**src/rtl/desired_drive_pkg.sv**
```systemverilog
`default_nettype none
// ============================================================================
// Module      : desired_drive_pkg
// Description : Shared types and constants for the desired-drive target
//               current sequencer: FSM state encoding, torque offset default,
//               factor offsets, shared-multiplier widths and result slicing.
// Revision    : 1.0 - initial release
// ============================================================================
package desired_drive_pkg;

    // Sequencer states; the encoding is fixed so state values are stable in
    // waveforms and across tools.
    typedef enum logic [1:0] {
        ST_IDLE = 2'd0,
        ST_MUL1 = 2'd1,
        ST_MUL2 = 2'd2,
        ST_MUL3 = 2'd3
    } drive_state_e;

    // Torque at or below this offset produces no assist.
    localparam logic [11:0] c_torque_min_default = 12'h380;

    // Offsets applied to the conditioned incline and cadence factors.
    localparam logic [8:0]  c_incline_offset     = 9'd256;
    localparam logic [5:0]  c_cadence_offset     = 6'd32;

    // Shared multiplier geometry.
    localparam int          c_mul_a_w            = 27;
    localparam int          c_mul_b_w            = 9;
    localparam int          c_prod_w             = 29;

    // Final product slicing: any of the top bits set saturates the result.
    localparam int          c_sat_msb            = 28;
    localparam int          c_sat_lsb            = 26;
    localparam int          c_res_msb            = 25;
    localparam int          c_res_lsb            = 14;

endpackage
`default_nettype wire

```
**src/rtl/drive_factors.sv**
```systemverilog
`default_nettype none
// ============================================================================
// Module      : drive_factors
// Description : Combinational conditioning of the raw sensor values into the
//               three multiplier factors.
//   avg_torque     in  12  unsigned averaged torque
//   cadence_vec    in   5  unsigned cadence
//   incline        in  13  signed incline
//   torque_pos     out 12  torque above TORQUE_MIN, else 0
//   cadence_factor out  6  cadence + 32 when cadence > 1, else 0
//   incline_lim    out  9  saturated incline + 256, clipped to 0..511
// Revision    : 1.0 - initial release
// ============================================================================
module drive_factors
    import desired_drive_pkg::*;
#(
    parameter logic [11:0] TORQUE_MIN = c_torque_min_default
) (
    input  logic [11:0] avg_torque,
    input  logic [4:0]  cadence_vec,
    input  logic [12:0] incline,
    output logic [11:0] torque_pos,
    output logic [5:0]  cadence_factor,
    output logic [8:0]  incline_lim
);

    logic [9:0]  w_inc_sat;
    logic [10:0] w_inc_sum;
    logic        w_inc_in_range;

    // The 13-bit value fits in 10-bit signed exactly when its top four bits
    // are all copies of the sign bit.
    assign w_inc_in_range = (incline[12:9] == 4'b0000) || (incline[12:9] == 4'b1111);
    assign w_inc_sat      = w_inc_in_range ? incline[9:0]
                          : (incline[12] ? 10'h200 : 10'h1FF);

    // 11-bit two's complement sum covers -256..767 without overflow.
    assign w_inc_sum = {w_inc_sat[9], w_inc_sat} + {2'b00, c_incline_offset};

    always_comb begin
        incline_lim = w_inc_sum[8:0];
        if (w_inc_sum[10]) begin
            incline_lim = 9'd0;
        end else if (w_inc_sum[9]) begin
            incline_lim = 9'h1FF;
        end
    end

    assign cadence_factor = (cadence_vec > 5'd1) ? ({1'b0, cadence_vec} + c_cadence_offset) : 6'd0;
    assign torque_pos     = (avg_torque > TORQUE_MIN) ? (avg_torque - TORQUE_MIN) : 12'd0;

endmodule
`default_nettype wire

```
**src/rtl/desired_drive_seq.sv**
```systemverilog
`default_nettype none
// ============================================================================
// Module      : desired_drive_seq
// Description : Sequenced computation of the motor target current using one
//               shared 27x9 multiplier over three steps:
//               torque_pos*incline_lim, *cadence_factor, *setting.
//   clk         in   1  system clock
//   rst_n       in   1  asynchronous active-low reset
//   start       in   1  request a computation (honoured only when idle)
//   avg_torque  in  12  unsigned averaged torque
//   cadence_vec in   5  unsigned cadence
//   incline     in  13  signed incline
//   setting     in   2  assist level 0..3
//   busy        out  1  computation in progress
//   valid       out  1  single-cycle pulse when target_curr updates
//   target_curr out 12  registered target current, held between updates
// Revision    : 1.0 - initial release
// ============================================================================
module desired_drive_seq
    import desired_drive_pkg::*;
#(
    parameter logic [11:0] TORQUE_MIN = c_torque_min_default
) (
    input  logic        clk,
    input  logic        rst_n,
    input  logic        start,
    input  logic [11:0] avg_torque,
    input  logic [4:0]  cadence_vec,
    input  logic [12:0] incline,
    input  logic [1:0]  setting,
    output logic        busy,
    output logic        valid,
    output logic [11:0] target_curr
);

    drive_state_e            r_state;
    drive_state_e            w_state_nxt;

    logic [11:0]             w_torque_pos;
    logic [5:0]              w_cadence_factor;
    logic [8:0]              w_incline_lim;

    logic [11:0]             r_torque_pos;
    logic [5:0]              r_cadence_factor;
    logic [8:0]              r_incline_lim;
    logic [1:0]              r_setting;
    logic [c_mul_a_w-1:0]    r_prod;
    logic                    r_valid;
    logic [11:0]             r_target;

    logic                    w_accept;
    logic                    w_load_prod;
    logic                    w_load_result;
    logic [c_mul_a_w-1:0]    w_mul_a;
    logic [c_mul_b_w-1:0]    w_mul_b;
    logic [c_prod_w-1:0]     w_prod;
    logic [11:0]             w_result;

    drive_factors #(
        .TORQUE_MIN     (TORQUE_MIN)
    ) u_factors (
        .avg_torque     (avg_torque),
        .cadence_vec    (cadence_vec),
        .incline        (incline),
        .torque_pos     (w_torque_pos),
        .cadence_factor (w_cadence_factor),
        .incline_lim    (w_incline_lim)
    );

    // ------------------------------------------------------------------------
    // Sequencer
    // ------------------------------------------------------------------------
    always_ff @(posedge clk or negedge rst_n) begin
        if (!rst_n) begin
            r_state <= ST_IDLE;
        end else begin
            r_state <= w_state_nxt;
        end
    end

    always_comb begin
        w_state_nxt   = r_state;
        w_accept      = 1'b0;
        w_load_prod   = 1'b0;
        w_load_result = 1'b0;
        case (r_state)
            ST_IDLE: begin
                if (start) begin
                    w_accept    = 1'b1;
                    w_state_nxt = ST_MUL1;
                end
            end
            ST_MUL1: begin
                w_load_prod = 1'b1;
                w_state_nxt = ST_MUL2;
            end
            ST_MUL2: begin
                w_load_prod = 1'b1;
                w_state_nxt = ST_MUL3;
            end
            ST_MUL3: begin
                w_load_result = 1'b1;
                w_state_nxt   = ST_IDLE;
            end
            default: begin
                w_state_nxt = ST_IDLE;
            end
        endcase
    end

    // ------------------------------------------------------------------------
    // Operand mux and the single shared multiplier
    // ------------------------------------------------------------------------
    always_comb begin
        w_mul_a = '0;
        w_mul_b = '0;
        case (r_state)
            ST_MUL1: begin
                w_mul_a = {15'd0, r_torque_pos};
                w_mul_b = r_incline_lim;
            end
            ST_MUL2: begin
                w_mul_a = r_prod;
                w_mul_b = {3'd0, r_cadence_factor};
            end
            ST_MUL3: begin
                w_mul_a = r_prod;
                w_mul_b = {7'd0, r_setting};
            end
            default: begin
                w_mul_a = '0;
                w_mul_b = '0;
            end
        endcase
    end

    // Both operands are widened to the product width first so the multiply
    // itself is evaluated at 29 bits rather than at the wider operand width.
    assign w_prod   = {2'b00, w_mul_a} * {20'd0, w_mul_b};

    assign w_result = (|w_prod[c_sat_msb:c_sat_lsb]) ? 12'hFFF : w_prod[c_res_msb:c_res_lsb];

    // ------------------------------------------------------------------------
    // Operand latches, intermediate product and result register
    // ------------------------------------------------------------------------
    always_ff @(posedge clk or negedge rst_n) begin
        if (!rst_n) begin
            r_torque_pos     <= '0;
            r_cadence_factor <= '0;
            r_incline_lim    <= '0;
            r_setting        <= '0;
            r_prod           <= '0;
            r_valid          <= 1'b0;
            r_target         <= '0;
        end else begin
            if (w_accept) begin
                r_torque_pos     <= w_torque_pos;
                r_cadence_factor <= w_cadence_factor;
                r_incline_lim    <= w_incline_lim;
                r_setting        <= setting;
            end
            // p1 and p2 never exceed 27 bits, so the top product bits are
            // only meaningful in the final step.
            if (w_load_prod) begin
                r_prod <= w_prod[c_mul_a_w-1:0];
            end
            r_valid <= w_load_result;
            if (w_load_result) begin
                r_target <= w_result;
            end
        end
    end

    assign busy        = (r_state != ST_IDLE);
    assign valid       = r_valid;
    assign target_curr = r_target;

endmodule
`default_nettype wire

```
**config.mk**
```make
export PLATFORM = sky130hd
export DESIGN_NAME = desired_drive_seq
export DESIGN_NICKNAME = d
export VERILOG_FILES = /design/src/rtl/desired_drive_pkg.sv /design/src/rtl/drive_factors.sv /design/src/rtl/desired_drive_seq.sv
export SDC_FILE = /design/constraint.sdc
export NUM_CORES = 1
export LEC_CHECK = 0
export BUFFER_PORTS_ARGS = -buffer_cell sky130_fd_sc_hd__buf_2
export CELL_PAD_IN_SITES_DETAIL_PLACEMENT = 1
export CELL_PAD_IN_SITES_GLOBAL_PLACEMENT = 1
export CORE_MARGIN = 2
export CORE_UTILIZATION = 40
export DETAILED_ROUTE_END_ITERATION = 10
export PLACE_DENSITY_LB_ADDON = 0.15
export SLEW_MARGIN = 10
export SYNTH_ARGS = -nofsm -noshare
export SYNTH_HDL_FRONTEND = slang
export SYNTH_SLANG_ARGS = --single-unit
```
**constraint.sdc**
```tcl
create_clock -name clk -period 8.49 [get_ports clk]
set_clock_uncertainty 0.05 [all_clocks]
set_input_delay 1.698 -clock clk [delete_from_list [all_inputs] [get_ports clk]]
set_output_delay 1.698 -clock clk [all_outputs]
set_load 0.005 [all_outputs]
```
==> impl_metrics.toml <==
[synthesis]
synth_compound_area_share_pct = 11.0
ys_seq_area_share_pct = 18.4
synthCells = 1079
syn_area_um2 = 9670
avgSynthCellArea_um2 = 8.96
synth_xor_area_share_pct = 2.86
synth.top_cell.area_share_pct = 32.5
async_reset_ff_share_pct = 100
synth-edff-count = 0
synth_top_family_by_area = "adder cells"
ys.flop_type = "dfrtp_1"
yosys.area_share.adder_pct = 38.3
syn_nets = 1316
synth_area_leaders = "fa_1 (32%), dfrtp_1 (18%), inv_1 (7.3%)"
ys_ff_latch = 71
synth.distinct_cells = 65
synth-simple-area-share_pct = 16.1
yosysWarnings = 0
yosysTopAreaCell = "fa_1"
synthMuxAreaShare_pct = 3.79

[drt]
drt_iter0_drc = 307
top_layer = "met4"
drt-pass1-iter-count = 4
wl_met1_um = 12300
wirelength_um = 27500
route.met3.wl_um = 646
wl_met2_um = 14100
vias = 7470
drc = 0
avgRoutedWirePerCell_um = 19.3
antenna_left = 0
vias_per_cell = 5.25

[setup_path]
cp_data_required_time_ns = 8.68
crit_path_top_delay_cell = "a22oi_1"
reg2reg_slack_ns = 0.89
crit_type = "register to register"
cp_slowest_stage_delay_ns = 0.69
r2r_start = "r_state[0]"
r2r_cells = 23
crit_path_max_fanout = 21
r2r-end = "target_curr[11]"
path_cells = "inv_1, ha_1, nor2b_1, buf_4, a22oi_1, nor2_1, fa_1, inv_1, fa_1, inv_1, fa_1, inv_1, fa_1, inv_1, ha_1, nand3_1, nor3_2, o211ai_2, a31oi_2, nor4b_1, a211o_1, nand4b_1, o32a_1"
crit_path_frequent_cell = "inv_1"
arrival_ns = 7.79
cp-start-kind = "register"
cp-end-kind = "register"

[global_routing]
grt_pass1_vias = 8542
antenna_found_initial = 2
track_usage_pct = 23.3
grt_pass1_wl_um = 46300
grt_max_degree = 72
overflow = 0

[timing]
drv_slew = 0
worst-slew-pin-transition_ns = 0.965
clock.fmax_mhz = 132
max_slew_margin_pct = 35.7
setup_ws_ns = 0.886
rsz0062_at_grt = "no"
layout_min_cycle_time_ns = 7.60
setup_tns_ns = 0
setup_viol = 0
fin_crit_sh_pct = 89.6
hold_viol = 0
worst_hold_slack_ns = 0.434

[clocking]
cts_made_buffers = 9
cts.clk_slew.worst_paths_ns = 0.07
clock_latency_ns = 0.36
cts.path.max_buffers = 2
post_cts_buffers = 0
root_buffer = "clkbuf_16"
cts.sinks = 71
ctsResizeCount = 0
cts_tree = "yes"
postCtsHoldBufs = 0
htree_num_levels = 3

[floorplanning]
io_pins = 49
die-area_um2 = 25400
start_util_pct = 41.0
die_w_um = 160
num_rows = 56
die_y_um = 160
coreArea_um2 = 23600

[finish]
final_cell_mix = "inv_1 (189), fa_1 (157), nor2_1 (140), nand2_1 (116), dfrtp_1 (71)"
stdcell_count = 1423
syn2layout_area_growth_pct = 8.40
nNetsFinal = 1334
drive_above_1_share_pct = 11.4
final_common_cell = "inv_1"

[placement]
place_hpwl_um = 22200
dp.cells = 1405
place_ws_ns = 0.947
routabilityCongestion = 0.845
portBuffers = 48

[pwr]
p_leak_nw = 4.88
ir_worst_vdd_uv = 185
powerDensity_nw_per_um2 = 255

[hold_path]
hold_path_end = "r_incline_lim[1]"
hold_start = "r_incline_lim[1]"
whs_path_depth = 2
hp-class = "register to register"

[run]
maxCapViolCount = 0

[status]
status = "finished, final reports clean"
[power by group]
group          leakage, nW  internal (mW)  total [mW]  switching (mW)
clock network        0.147          0.231       0.411           0.180
logic                 3.82          0.570        1.64            1.07
registers            0.908          0.490       0.624           0.134
[sequential cells by signal, indices dropped and copies added (netlist names)]
| name | count |
|---|---|
| target_curr | 12 |
| r_incline_lim | 9 |
| valid | 1 |
| r_setting | 2 |
| r_cadence_factor | 6 |
| r_torque_pos | 12 |
| r_prod | 27 |
| r_state | 2 |
[Yosys cell counts (13+ instances only)]
cell	number
nand2_1	116
clkbuf_1	41
fa_1	157
dfrtp_1	71
mux2_2	29
xnor2_1	22
ha_1	45
nor2_1	140
inv_1	189
a22oi_1	13
nand3_1	34
a22o_1	20
o21ai_0	31
a21oi_1	34
[stage by stage]
stage               util (%)  power (mW)  cell area (µm²)
detailed placement      43.1        2.28            10200
global route            44.4        2.91            10500
CTS                     44.4        2.71            10500
finish                  44.4        2.68            10500
global placement        43.1        2.24            10200
floorplan                  -        1.74             9670
[area by class of cell]
cell class | instances | area, µm²
Fill cell | 2799 | 13100
Multi-Input combinational cell | 769 | 6980
Sequential cell | 71 | 1780
Inverter | 189 | 709
Tap cell | 319 | 399
Timing Repair Buffer | 57 | 310
Clock buffer | 9 | 225
Clock inverter | 7 | 77.6
Antenna cell | 2 | 5.00
[worst max-delay path: cells and delay by family (launching register included)]
kind | cells | cell delay [ns]
flops | 1 | 0.41
compound gates | 5 | 2.01
buf+inv | 6 | 0.61
simple gates | 6 | 1.31
fa+ha+maj | 6 | 3.08
[kinds of logic after synthesis]
group	Yosys count
simple gates	350
buf+inv	239
fa+ha+maj	202
compound gates	154
flops	71
mux	33
xor+xnor	30
[per-layer routing]
layer  track usage [%]  vias up
li1                  -     3456
met1              30.0     3911
met2              41.4       77
met3              3.05       26
met4              6.20        0
met5                 0        -
[worst max path at each step]
stage               startpoint         endpoint  cells past startpoint  slack (ns)
CTS                 r_state[0]  target_curr[11]                     23        0.94
detailed placement  r_state[0]  target_curr[11]                     22        0.95
floorplan           r_state[0]  target_curr[10]                     25        2.39
global route        r_state[0]  target_curr[11]                     23        0.40
finish              r_state[0]  target_curr[11]                     23        0.89
global placement    r_state[0]  target_curr[11]                     22        1.04
No activity file was read; power rests on OpenSTA's default activity.
